**config.mk**
```make
export PLATFORM = sky130hd
export DESIGN_NAME = reorder_buffer
export DESIGN_NICKNAME = d
export VERILOG_FILES = /design/src/rtl/reorder_buffer.sv
export SDC_FILE = /design/constraint.sdc
export NUM_CORES = 2
export LEC_CHECK = 0
export CORE_MARGIN = 2
export CORE_UTILIZATION = 50
export CTS_CLUSTER_SIZE = 14
export DETAILED_ROUTE_END_ITERATION = 8
export PLACE_DENSITY = 0.69
export SLEW_MARGIN = 20
export SYNTH_ARGS = -nofsm -noshare
export SYNTH_HDL_FRONTEND = slang
export SYNTH_SLANG_ARGS = --single-unit
```
**constraint.sdc**
```tcl
create_clock -name clk -period 4.7 [get_ports clk]
set_input_delay 0.94 -clock clk [delete_from_list [all_inputs] [get_ports clk]]
set_output_delay 0.94 -clock clk [all_outputs]
set_load 0.05 [all_outputs]
```
**src/rtl/reorder_buffer.sv**
```systemverilog
// In-order commit reorder buffer. Entries sit in a circular array. A tag is the entry index + 1.
// Entries take CDB writebacks. Operand queries are combinational. A mispredict flushes the whole buffer.
module reorder_buffer #(
  parameter int ROB_SIZE = 16,
  parameter int ROB_ID_W = 5
) (
  input  logic                clk,
  input  logic                rst,
  input  logic                ena_from_dsp,
  input  logic [4:0]          rd_from_dsp,
  input  logic [31:0]         pc_from_dsp,
  output logic [ROB_ID_W-1:0] Q_to_dsp,
  output logic                full_to_dsp,
  input  logic                cdb_valid,
  input  logic [ROB_ID_W-1:0] cdb_Q,
  input  logic [31:0]         cdb_V,
  input  logic                cdb_mispredict,
  input  logic [31:0]         cdb_target_pc,
  input  logic [ROB_ID_W-1:0] Q1_from_dsp,
  input  logic [ROB_ID_W-1:0] Q2_from_dsp,
  output logic                ready1_to_dsp,
  output logic                ready2_to_dsp,
  output logic [31:0]         V1_to_dsp,
  output logic [31:0]         V2_to_dsp,
  output logic                commit_flag_to_rf,
  output logic [4:0]          rd_to_rf,
  output logic [ROB_ID_W-1:0] Q_to_rf,
  output logic [31:0]         V_to_rf,
  output logic                rollback_flag,
  output logic [31:0]         pc_to_if
);
  localparam int IDX_W = $clog2(ROB_SIZE);
  localparam int CNT_W = IDX_W + 1;

  typedef struct packed {
    logic        busy;
    logic        ready;
    logic        mp;
    logic [4:0]  rd;
    logic [31:0] v;
    logic [31:0] tpc;
  } entry_t;

  entry_t [ROB_SIZE-1:0] ent_q, ent_d;
  logic [IDX_W-1:0]      head_q, head_d, tail_q, tail_d, wb_idx;
  logic [CNT_W-1:0]      cnt_q, cnt_d;
  logic                  commit_flag_q, commit_flag_d, rollback_q, rollback_d;
  logic [4:0]            rd_rf_q, rd_rf_d;
  logic [ROB_ID_W-1:0]   q_rf_q, q_rf_d;
  logic [31:0]           v_rf_q, v_rf_d, pc_if_q, pc_if_d;
  logic                  alloc, wb, commit;

  // The pc travels with the instruction but the buffer never needs it.
  logic unused_pc;
  assign unused_pc = ^pc_from_dsp;

  function automatic logic tag_ok(input logic [ROB_ID_W-1:0] t);
    return (t != '0) && (int'(t) <= ROB_SIZE);
  endfunction

  function automatic logic [IDX_W-1:0] tag_idx(input logic [ROB_ID_W-1:0] t);
    return IDX_W'(t - ROB_ID_W'(1));
  endfunction

  // The stored value wins over the CDB. Tag 0 means the operand is already in the register file.
  function automatic logic [32:0] query(input logic [ROB_ID_W-1:0] t, input entry_t [ROB_SIZE-1:0] e,
                                        input logic cv, input logic [ROB_ID_W-1:0] cq,
                                        input logic [31:0] cval);
    logic [32:0] r;
    r = '0;
    if (t == '0)                               r = {1'b1, 32'd0};
    else if (tag_ok(t) && e[tag_idx(t)].ready) r = {1'b1, e[tag_idx(t)].v};
    else if (cv && (cq == t))                  r = {1'b1, cval};
    return r;
  endfunction

  assign {ready1_to_dsp, V1_to_dsp} = query(Q1_from_dsp, ent_q, cdb_valid, cdb_Q, cdb_V);
  assign {ready2_to_dsp, V2_to_dsp} = query(Q2_from_dsp, ent_q, cdb_valid, cdb_Q, cdb_V);

  assign Q_to_dsp    = ROB_ID_W'(tail_q) + ROB_ID_W'(1);
  assign full_to_dsp = (cnt_q == CNT_W'(ROB_SIZE));

  assign alloc  = ena_from_dsp && !full_to_dsp && !rollback_q;
  assign wb_idx = tag_idx(cdb_Q);
  assign wb     = cdb_valid && !rollback_q && tag_ok(cdb_Q) && ent_q[wb_idx].busy;
  assign commit = !rollback_q && (cnt_q != '0) && ent_q[head_q].ready;

  always_comb begin
    ent_d         = ent_q;
    head_d        = head_q;
    tail_d        = tail_q;
    cnt_d         = cnt_q + CNT_W'(alloc) - CNT_W'(commit);
    commit_flag_d = 1'b0;
    rollback_d    = 1'b0;
    rd_rf_d       = '0;
    q_rf_d        = '0;
    v_rf_d        = '0;
    pc_if_d       = pc_if_q;
    // The writeback checks busy before this edge, so it cannot hit the slot being allocated.
    if (wb) begin
      ent_d[wb_idx].ready = 1'b1;
      ent_d[wb_idx].v     = cdb_V;
      ent_d[wb_idx].mp    = cdb_mispredict;
      ent_d[wb_idx].tpc   = cdb_target_pc;
    end
    if (alloc) begin
      ent_d[tail_q]      = '0;
      ent_d[tail_q].busy = 1'b1;
      ent_d[tail_q].rd   = rd_from_dsp;
      tail_d             = tail_q + IDX_W'(1);
    end
    if (commit) begin
      commit_flag_d       = 1'b1;
      rd_rf_d             = ent_q[head_q].rd;
      q_rf_d              = ROB_ID_W'(head_q) + ROB_ID_W'(1);
      v_rf_d              = ent_q[head_q].v;
      ent_d[head_q].busy  = 1'b0;
      ent_d[head_q].ready = 1'b0;
      head_d              = head_q + IDX_W'(1);
      // Flush on the commit edge so the rollback cycle already sees an empty buffer.
      if (ent_q[head_q].mp) begin
        rollback_d = 1'b1;
        pc_if_d    = ent_q[head_q].tpc;
        ent_d      = '0;
        head_d     = '0;
        tail_d     = '0;
        cnt_d      = '0;
      end
    end
  end

  always_ff @(posedge clk or negedge rst) begin
    if (!rst) begin
      ent_q         <= '0;
      head_q        <= '0;
      tail_q        <= '0;
      cnt_q         <= '0;
      commit_flag_q <= 1'b0;
      rollback_q    <= 1'b0;
      rd_rf_q       <= '0;
      q_rf_q        <= '0;
      v_rf_q        <= '0;
      pc_if_q       <= '0;
    end else begin
      ent_q         <= ent_d;
      head_q        <= head_d;
      tail_q        <= tail_d;
      cnt_q         <= cnt_d;
      commit_flag_q <= commit_flag_d;
      rollback_q    <= rollback_d;
      rd_rf_q       <= rd_rf_d;
      q_rf_q        <= q_rf_d;
      v_rf_q        <= v_rf_d;
      pc_if_q       <= pc_if_d;
    end
  end

  assign commit_flag_to_rf = commit_flag_q;
  assign rd_to_rf          = rd_rf_q;
  assign Q_to_rf           = q_rf_q;
  assign V_to_rf           = v_rf_q;
  assign rollback_flag     = rollback_q;
  assign pc_to_if          = pc_if_q;
endmodule
```
==> flow_summary_export.csv <==
group,metric,value,unit
synthesis,synth_edf_count,0,
critical_path,cp.required,3.76,ns
critical_path,critPathLaunchType,"input pin",
global_routing,grt_start_max_net_pins,166,
global_routing,grt_usage,38.04,%
clock_tree,clk_pin_slew,0.06,ns
timing,clock_skew,0.03184,ns
routing,remaining_drc_errors,0,
routing,dr.pass1.iters,9,
global_routing,busiest_layer,"met2",
die,start_util,50.25,%
timing,finalHoldViolCount,0,
die,die_w,405.5,um
die,dieArea,164400,um2
timing,relSlewSlack,15.79,%
cells_and_area,area.growth.synth_to_final,14.63,%
cells_and_area,nNetsFinal,6551,
global_routing,globalRouteMet2Util,54.89,%
power,cellPowerDensity,522.7,nW/um2
placed_design,numPortBuffers,236,
routing,ant_nets,0,
clock_tree,cts_buffer_depth,3,
critical_path,slowest_stage,"clkdlybuf4s50_1",
critical_path,arrival,3.73,ns
synthesis,synth.top_cell.area_share,38.53,%
clock_tree,cts_root_buffer,"clkbuf_16",
cells_and_area,utilization,57.61,%
timing,period_share,99.28,%
synthesis,ys_seq_elements,1241,
critical_path,cpPeakStageDelay,0.58,ns
placed_design,hpwl,176900,um
global_routing,grt_pass1_wl,470200,um
routing,wl,316600,um
power,ir_drop,0.5897,mV
clock_tree,htreeDepth,4,
cells_and_area,multiInputGateArea,45520,um2
synthesis,ys_types,57,
synthesis,synthFlopType,"dfrtp_1",
routing,drt-initial-drc-count,10880,
critical_path,path_max_fanout,16,
timing,finalSetupViolations,0,
synthesis,avgSynthCellArea,11.88,um2
global_routing,grt_pass1_vias,69270,
die,placementRows,147,
timing,slew_violations,0,
status,status,"finished, final reports clean",
global_routing,antenna_found_initial,30,
synthesis,yosys_warnings,0,
placed_design,place.gp.congestion,0.9086,
cells_and_area,final-seq-area,31070,um2
global_routing,use_met1,49.41,%
placed_design,placed_cell_area,87410,um2
run,maxCapViolCount,0,
global_routing,grt_remaining_overflow,0,
timing,rsz0062_at_grt,"false",
timing,fmaxAchievable,214.3,MHz
cells_and_area,fillCellCount,12660,
critical_path,cp_num_buf_inv,5,
synthesis,syn_area,80600,um2
timing,period_needed,4.666,ns
synthesis,synth_area_leaders,"dfrtp_1, mux4_2, o31ai_1",
cells_and_area,fin_area,92390,um2
synthesis,yosysTopAreaCell,"dfrtp_1",
power,p_leak,37.11,nW
die,die_h,405.5,um
critical_path,cp_cell_sequence,"clkdlybuf4s50_1, nor3_1, buf_4, xor2_4, buf_12, mux4_2, buf_4, o211ai_1, a21oi_4, buf_12",
synthesis,async_flop_share,100.0,%
synthesis,synthCells,6785,
hold_path,hold_path.class,"input pin to async pin",
critical_path,end_kind,"output port",
critical_path,cpLargestDelayFamily,"buffers and inverters",
clock_tree,cts_tree,"done",
cells_and_area,drive_gt1_share,32.44,%
global_routing,met3_usage,14.49,%
routing,vias,69370,
clock_tree,clock-sinks,1241,
synthesis,syn-num-nets,6931,
die,coreArea,160400,um2
timing,worst_slew_pin_slew,1.261,ns
die,io_pins,269,
clock_tree,clk_latency,0.82,ns
synthesis,seq_area_frac_synth,38.53,%
routing,wl_per_cell,36.45,um
clock_tree,cts_buffers,143,
critical_path,path_class,"input pin to output port",
routing,post_drt_via_cell_ratio,7.987,
==> flip-flops by register name, summed over array words and instances, names as in the netlist <==
| signal | count |
|---|---|
| Q_to_rf | 5 |
| V_to_rf | 32 |
| cnt_q | 5 |
| commit_flag_to_rf | 1 |
| ent_q | 1152 |
| head_q | 4 |
| pc_to_if | 32 |
| rd_to_rf | 5 |
| rollback_flag | 1 |
| tail_q | 4 |
==> report_power, final <==
part	switching [mW]	internal (mW)	leakage, nW
combinational	11.3	8.63	17.8
sequential	2.69	13.9	16.9
clock	4.89	6.89	2.40
==> per-layer routing <==
layer | vias to the layer above | part of all wire [%]
met5 | - | 0.032
met4 | 16 | 6.2
met3 | 1396 | 15
met2 | 6047 | 43
met1 | 35200 | 35
li1 | 26710 | -
==> final cells by class <==
type,instances,share of cell area (%)
Inverter,37,0.1747
Multi-Input combinational cell,4361,49.27
Timing Repair Buffer,621,8.718
Clock buffer,206,4.546
Antenna cell,9,0.02438
Tap cell,2160,2.925
Sequential cell,1241,33.63
Clock inverter,51,0.7164
==> placed cells by master, fill, tap and decap left out, types with 7 or more instances in the layout <==
master           count
a2111oi_0           11
a211oi_1           395
a211oi_2           402
a21oi_1              9
a21oi_4             66
a31oi_1             12
and2_1              40
buf_12             233
buf_4              215
bufinv_16           12
clkbuf_1            29
clkbuf_16          148
clkbuf_8            32
clkdlybuf4s50_1    166
clkinv_2            25
dfrtp_1           1237
diode_2              9
ha_1                17
ha_4                 7
inv_1               32
mux2_2              35
mux2i_1            534
mux4_2             621
nand2_1             10
nand3_1             71
nand4_1            784
nor2_1             117
nor2_4              12
nor2b_1             10
nor3_1              22
nor3_2             246
o211ai_1            65
o31ai_1            780
xnor2_1              9
xor2_1              12
==> worst paths after layout <==
path,start,end,slack [ns],cells past startpoint
max in group asynchronous,rst,ent_q[40]$_DFF_PN0_,3.13,3
worst min register to register,pc_to_if[9]$_DFFE_PN0P_,pc_to_if[9]$_DFFE_PN0P_,0.51,1
worst max register to register,head_q[1]$_DFFE_PN0N_,cnt_q[4]$_DFF_PN0_,0.95,15
worst min-delay path,rst,ent_q[280]$_DFF_PN0_,0.12,1
min in group clk,pc_to_if[9]$_DFFE_PN0P_,pc_to_if[9]$_DFFE_PN0P_,0.51,1
worst max-delay path,Q2_from_dsp[2],V2_to_dsp[1],0.03,10
==> cells in the mapped netlist (6+ instances only) <==
library cell and n:
nor3_2 242, and3_1 8, a211oi_1 395, and2_1 40, nor3_1 26, mux2_2 35
nor2_1 129, xor2_1 16, o211ai_1 65, xnor2_1 9, buf_2 141, a21oi_1 74
nand3_1 74, a31oi_1 12, buf_6 70, ha_1 24, clkbuf_1 796, o31ai_1 780
dfrtp_1 1241, nand4_1 784, mux2i_1 539, inv_1 33, nor2b_1 10, nand2_1 10
a211oi_2 402, mux4_2 622, buf_4 13, buf_1 125, o21ai_0 6, a2111oi_0 11
==> cells by family after synthesis <==
group	share of synthesized area, %
compound gates	18.78
simple gates	11.00
flops	38.53
mux	24.58
buf+inv	6.442
xor+xnor	0.2717
fa+ha+maj	0.3974
==> stage by stage <==
| stage | std cells | hold WS, ns | TNS (ns) | setup slack [ns] | total power [mW] |
|---|---|---|---|---|---|
| floorplan | 6785 | 0.4806 | 0 | 0.01439 | 29.60 |
| global placement | 8415 | 0.4945 | -0.1841 | -0.08664 | 35.33 |
| detailed placement | 8415 | 0.4988 | -0.09981 | -0.06965 | 35.99 |
| CTS | 8674 | 0.1735 | 0 | 0.002321 | 47.70 |
| global route | 8684 | 0.1797 | 0 | 0.01875 | 49.90 |
| finish | 8686 | 0.1249 | 0 | 0.03381 | 48.30 |
==> what timing repair did <==
| action | CTS | global route |
|---|---|---|
| buffers inserted | 2 | 3 |
| hold buffers | 0 | 0 |
| pin swaps | 1 | 1 |
| setup endpoints to repair | 6 | 21 |
| cloned | 0 | 1 |
| gates resized for setup | 2 | 6 |
Power figures use the tool's default switching activity.
